## src/rtl/midi_pkg.sv

```systemverilog
// Shared MIDI parameter definitions used by both the transmit block and the decoder.
// Holds the parameter index enum, note numbers and the index-to-message mapping helpers.
package midi_pkg;

    localparam logic [3:0] MIDI_NOTE_ON = 4'h9;
    localparam int         NUM_PARAMS   = 9;

    typedef enum logic [3:0] {
        MODE_A  = 4'd0,
        MODE_B  = 4'd1,
        ATTACK  = 4'd2,
        DECAY   = 4'd3,
        SUSTAIN = 4'd4,
        RELEASE = 4'd5,
        VOLUME  = 4'd6,
        DETUNE  = 4'd7,
        TEMPO   = 4'd8
    } param_idx_t;

    localparam logic [6:0] NOTE_MODE_A  = 7'd104;
    localparam logic [6:0] NOTE_MODE_B  = 7'd115;
    localparam logic [6:0] NOTE_ATTACK  = 7'd24;
    localparam logic [6:0] NOTE_DECAY   = 7'd25;
    localparam logic [6:0] NOTE_SUSTAIN = 7'd26;
    localparam logic [6:0] NOTE_RELEASE = 7'd27;
    localparam logic [6:0] NOTE_VOLUME  = 7'd28;
    localparam logic [6:0] NOTE_DETUNE  = 7'd22;
    localparam logic [6:0] NOTE_TEMPO   = 7'd21;

    function automatic logic [6:0] note_of(input logic [3:0] idx);
        logic [6:0] note;
        case (param_idx_t'(idx))
            MODE_A:  note = NOTE_MODE_A;
            MODE_B:  note = NOTE_MODE_B;
            ATTACK:  note = NOTE_ATTACK;
            DECAY:   note = NOTE_DECAY;
            SUSTAIN: note = NOTE_SUSTAIN;
            RELEASE: note = NOTE_RELEASE;
            VOLUME:  note = NOTE_VOLUME;
            DETUNE:  note = NOTE_DETUNE;
            TEMPO:   note = NOTE_TEMPO;
            default: note = 7'd0;
        endcase
        return note;
    endfunction

    // Receivers ignore velocity 0 on the mode selects, so those always go out at full velocity.
    function automatic logic [6:0] velocity_of(input logic [3:0] idx, input logic [6:0] value);
        return (idx == 4'(MODE_A) || idx == 4'(MODE_B)) ? 7'd127 : value;
    endfunction

endpackage

```

## src/rtl/uart_tx_byte.sv

```systemverilog
// 8N1 UART byte serialiser; a start on the same edge as done chains frames with no idle gap.
module uart_tx_byte #(
    parameter int BIT_CYC = 1600
) (
    input  logic       clk,
    input  logic       rst_n,
    input  logic       start,
    input  logic [7:0] data,
    output logic       tx,
    output logic       done
);

    localparam int CW = (BIT_CYC > 2) ? $clog2(BIT_CYC) : 1;

    generate
        if (BIT_CYC < 2) begin : g_bit_cyc_check
            $error("uart_tx_byte: BIT_CYC must be at least 2");
        end
    endgenerate

    logic          r_tx;
    logic          r_active;
    logic [CW-1:0] r_cyc;
    logic [3:0]    r_bit;
    logic [7:0]    r_shift;
    logic          w_bit_end;

    assign w_bit_end = r_active && (r_cyc == CW'(BIT_CYC - 1));
    assign done      = w_bit_end && (r_bit == 4'd9);
    assign tx        = r_tx;

    // r_bit: 0 = start bit, 1..8 = data LSB first, 9 = stop bit
    always_ff @(posedge clk) begin
        if (!rst_n) begin
            r_tx     <= 1'b1;
            r_active <= 1'b0;
            r_cyc    <= '0;
            r_bit    <= 4'd0;
            r_shift  <= 8'd0;
        end else if (start) begin
            r_tx     <= 1'b0;
            r_active <= 1'b1;
            r_cyc    <= '0;
            r_bit    <= 4'd0;
            r_shift  <= data;
        end else if (w_bit_end) begin
            r_cyc <= '0;
            if (r_bit == 4'd9) begin
                r_active <= 1'b0;
                r_tx     <= 1'b1;
            end else begin
                r_bit <= r_bit + 4'd1;
                if (r_bit == 4'd8) begin
                    r_tx <= 1'b1;
                end else begin
                    r_tx    <= r_shift[0];
                    r_shift <= {1'b0, r_shift[7:1]};
                end
            end
        end else if (r_active) begin
            r_cyc <= r_cyc + 1'b1;
        end
    end

endmodule

```

## src/rtl/midi_param_tx.sv

```systemverilog
// Parameter update to MIDI Note On transmitter: handshake, index mapping and 3-byte sequencing.
module midi_param_tx
    import midi_pkg::*;
#(
    parameter int         CLK_HZ  = 50_000_000,
    parameter int         BAUD    = 31_250,
    parameter logic [3:0] CHANNEL = 4'd0
) (
    input  logic       clk,
    input  logic       rst_n,
    input  logic       req_valid,
    output logic       req_ready,
    input  logic [3:0] req_idx,
    input  logic [6:0] req_value,
    output logic       tx,
    output logic       busy,
    output logic       err
);

    localparam int         BIT_CYC = CLK_HZ / BAUD;
    localparam logic [7:0] STATUS  = {MIDI_NOTE_ON, CHANNEL};

    typedef enum logic {IDLE, SEND} state_t;

    state_t     r_state, w_state_next;
    logic [1:0] r_byte_cnt, w_byte_cnt_next;
    logic [6:0] r_note;
    logic [6:0] r_vel;
    logic       r_err;
    logic       r_live;
    logic       w_accept;
    logic       w_idx_ok;
    logic       w_start;
    logic [7:0] w_data;
    logic       w_done;

    assign req_ready = r_live && (r_state == IDLE);
    assign w_accept  = req_valid && req_ready;
    assign w_idx_ok  = (req_idx < 4'(NUM_PARAMS));
    assign busy      = (r_state != IDLE);
    assign err       = r_err;

    // The status byte is constant, so the first frame starts on the acceptance edge itself.
    always_comb begin
        w_state_next    = r_state;
        w_byte_cnt_next = r_byte_cnt;
        w_start         = 1'b0;
        w_data          = STATUS;
        case (r_state)
            IDLE: begin
                if (w_accept && w_idx_ok) begin
                    w_state_next    = SEND;
                    w_byte_cnt_next = 2'd0;
                    w_start         = 1'b1;
                end
            end
            SEND: begin
                if (w_done) begin
                    if (r_byte_cnt == 2'd2) begin
                        w_state_next = IDLE;
                    end else begin
                        w_byte_cnt_next = r_byte_cnt + 2'd1;
                        w_start         = 1'b1;
                        w_data          = (r_byte_cnt == 2'd0) ? {1'b0, r_note} : {1'b0, r_vel};
                    end
                end
            end
            default: w_state_next = IDLE;
        endcase
    end

    always_ff @(posedge clk) begin
        if (!rst_n) begin
            r_state    <= IDLE;
            r_byte_cnt <= 2'd0;
            r_note     <= 7'd0;
            r_vel      <= 7'd0;
            r_err      <= 1'b0;
            r_live     <= 1'b0;
        end else begin
            r_state    <= w_state_next;
            r_byte_cnt <= w_byte_cnt_next;
            r_live     <= 1'b1;
            r_err      <= w_accept && !w_idx_ok;
            if (w_accept) begin
                r_note <= note_of(req_idx);
                r_vel  <= velocity_of(req_idx, req_value);
            end
        end
    end

    uart_tx_byte #(
        .BIT_CYC (BIT_CYC)
    ) u_uart (
        .clk   (clk),
        .rst_n (rst_n),
        .start (w_start),
        .data  (w_data),
        .tx    (tx),
        .done  (w_done)
    );

endmodule

```

## config.mk

```make
export PLATFORM = sky130hd
export DESIGN_NAME = midi_param_tx
export DESIGN_NICKNAME = d
export VERILOG_FILES = /design/src/rtl/midi_pkg.sv /design/src/rtl/uart_tx_byte.sv /design/src/rtl/midi_param_tx.sv
export SDC_FILE = /design/constraint.sdc
export NUM_CORES = 1
export LEC_CHECK = 0
export ABC_AREA = 1
export CAP_MARGIN = 20
export CORE_UTILIZATION = 40
export CTS_CLUSTER_SIZE = 8
export DETAILED_ROUTE_END_ITERATION = 7
export DONT_BUFFER_PORTS = 1
export PLACE_DENSITY = 0.58
export SLEW_MARGIN = 20
export SYNTH_ARGS = -nofsm -noshare
export SYNTH_HDL_FRONTEND = slang
export SYNTH_SLANG_ARGS = --single-unit
```

## constraint.sdc

```tcl
create_clock -name clk -period 2 [get_ports clk]
set_clock_uncertainty 0.1 [all_clocks]
set_input_delay 0.2 -clock clk [delete_from_list [all_inputs] [get_ports clk]]
set_output_delay 0.2 -clock clk [all_outputs]
set_load 0.01 [all_outputs]
```

==> flow_summary_export.csv <==
group,metric,value,unit
final_layout,final_nets,315,
route,dr_total_vias,1728,
route,wl_per_cell,11.1,um
sta,finalCritPeriodShare,89.3,%
clocking,htreeDepth,2,
logic_synthesis,syn_inst,283,
route,drtIter0Drc,59,
setup_path,end_kind,"flop",
setup_path,cpPeakStageDelay,0.33,ns
die,die_area,0.00563,mm2
setup_path,crit_chain,"inv_1 -> ha_1 -> nor2_1 -> nand3_4 -> nand2_4 -> nor2_1 -> nand2_1 -> a21oi_1",
logic_synthesis,yosys-top-cells-area,"dfxtp_1 40%, nand2_1 9.0%, nor2_1 7.0%, inv_1 6.7%, a21oi_1 4.2%",
clocking,path_clk_slew,0.08,ns
setup_path,required,2.07,ns
setup_path,cp_max_fo,11,
logic_synthesis,yosys_warnings,0,
sta,worst_pin_slew,0.721,ns
logic_synthesis,synth_cell_types,32,
power,vdd_drop_max,0.422,mV
sta,hold_viol_final,0,
place,io_buffers,0,
die,start_util,41.8,%
final_layout,antenna_cells,0,
worst_hold_path,hold_class,"in2reg",
sta,fmaxAchievable,0.560,GHz
status,status,"finished clean",
logic_synthesis,yosysSeqAreaShare,40.4,%
setup_path,cpMostUsedCell,"nor2_1",
route,ant_nets,0,
final_layout,fin_area,0.00236,mm2
logic_synthesis,synthTopCellsByCount,"51 x nand2_1, 43 x dfxtp_1, 40 x nor2_1",
clocking,cts.path.max_buffers,2,
route,drc,0,
die,core_area,0.00511,mm2
global_routing,antenna_found_initial,0,
final_layout,num-fill-cells,555,
global_routing,overflow,0,
logic_synthesis,yosysMostFrequentCell,"nand2_1",
sta,max_slew_margin,51.7,%
setup_path,cp_slowest_cell,"dfxtp_1",
power,p_per_area,674,mW/mm2
final_layout,drive_above_1_share,10.1,%
setup_path,crit_path_start_kind,"flop",
clocking,cts_resized,0,
sta,period_needed,1.79,ns
logic_synthesis,syn_area,0.00213,mm2
sta,holdWs,0.0130,ns
logic_synthesis,synth-edff-count,0,
die,rows,26,
sta,setup_viol,0,
place,hpwl,2900,um
global_routing,grt_pass1_vias,1538,
logic_synthesis,synth.top_cell.area_share,40.4,%
setup_path,r2r_cells,8,
global_routing,grt_max_degree,20,
route,drt_wl_total,4060,um
place,routabilityCongestion,0.781,
setup_path,path_class,"reg2reg",
route,avgViaCountPerCell,4.72,
logic_synthesis,ys_seq_elements,43,
route,detail_route.first_pass.iterations,4,
logic_synthesis,syn-num-nets,303,
clocking,cts_buffers,5,
final_layout,syn_to_final_growth,10.7,%
logic_synthesis,synthArstFlopShare,0,%
logic_synthesis,synth_top_cell_by_area,"dfxtp_1",
logic_synthesis,synthFlopType,"dfxtp_1",
global_routing,grt_use_total,15.5,%
die,die-width,75.0,um
run,cap_violations,0,
clocking,cts_tree,"done",
clocking,post_cts_buffers,0,
setup_path,crit_arrival,1.85,ns
die,io_pins,18,
clocking,cts_root_buf,"clkbuf_8",
clocking,clock-sinks,43,
sta,tns,0,ns
place,place_area,0.00219,mm2
sta,rsz0062_at_grt,"false",
clocking,cts.hold.buffers_added,9,
global_routing,grt_pass1_wl,6560,um
logic_synthesis,synth_area_per_cell,7.54,um2
power,leakage,1.06,nW
sta,slew_viol_final,0,
die,fp.dieH,75.0,um
worst_hold_path,hold_depth,2,
clocking,clock_latency,0.29,ns
[power by group]
group / switching, W / internal (W) / total, W / leakage (nW)
combinational: 0.0000875 / 0.0000589 / 0.000146 / 0.670
clock: 0.000290 / 0.000244 / 0.000534 / 0.0412
sequential: 0.0000215 / 0.000890 / 0.000911 / 0.350
[worst paths after layout]
check / startpoint / slack, ns / end
min reg2reg: r_byte_cnt[0] / 0.33 / r_byte_cnt[0]
max reg2reg: r_byte_cnt[0] / 0.21 / u_uart.r_cyc[1]
min: req_idx[3] / 0.01 / err
max: r_byte_cnt[0] / 0.21 / u_uart.r_cyc[1]
[state kept, by name, indices dropped and copies added, names as in the netlist]
signal / count
r_vel: 7
busy: 1
r_byte_cnt: 2
r_note: 6
u_uart.r_shift: 8
r_live: 1
u_uart.r_bit: 4
u_uart.r_active: 1
err: 1
u_uart.r_cyc: 11
u_uart.tx: 1
[layer usage]
metal	share of wire, %	track usage, %	up-vias
li1	-	-	924
met1	48	19.2	777
met2	48	26.1	20
met3	3.0	4.02	7
met4	1.3	5.45	0
met5	0	0	-
[metrics by stage]
stage	total power (W)	setup WS (ns)	utilization [%]	cells
2_1_floorplan	0.00104	0.433	-	283
3_3_place_gp	0.00106	0.207	42.8	349
3_5_place_dp	0.00106	0.201	42.8	349
4_1_cts	0.00162	0.186	46.2	366
5_1_grt	0.00168	0.0477	46.2	366
6_report	0.00159	0.213	46.2	366
[layout by cell type, fill, tap and decap left out, types with 3 or more instances in the layout]
cell and count:
nor3_1 5, o21ai_1 7, a21oi_1 18, o221ai_1 7, nor2_1 40, dlygate4sd3_1 9, xor2_1 6, nand3_1 16
nand4_1 3, nand2_2 7, buf_4 3, inv_1 38, clkbuf_8 5, nand2_1 51, dfxtp_1 43, ha_1 6
o21ai_0 6, mux2i_1 5, nor2_4 4
[area by class of cell]
class / count / area, um2 / share of cell area (%)
clock buffers: 6 / 72.6 / 3.07
clock inverters: 2 / 12.5 / 0.530
inverters: 41 / 154 / 6.52
multi-input cells: 192 / 1060 / 44.9
flip-flops and latches: 43 / 861 / 36.5
well taps: 70 / 87.6 / 3.71
repair buffers: 12 / 113 / 4.77
[cells by family after synthesis]
group | Yosys count | share of synthesized area [%]
flip-flops | 43 | 40.4
AO/OA/AOI/OAI | 39 | 10.4
adder cells (fa/ha/maj) | 6 | 3.52
AND/OR/NAND/NOR | 134 | 30.1
XOR/XNOR | 8 | 3.28
multiplexers | 5 | 2.35
buffers and inverters | 48 | 9.91
[worst max-delay path: cells and delay by family (launching register included)]
kind	cells	cell delay, ns
and+or+nand+nor	5	0.89
DFF	1	0.33
adders and majority gates	1	0.19
buffers and inverters	1	0.07
AOI/OAI and AO/OA	1	0.06
(Power assumes the default switching activity.)
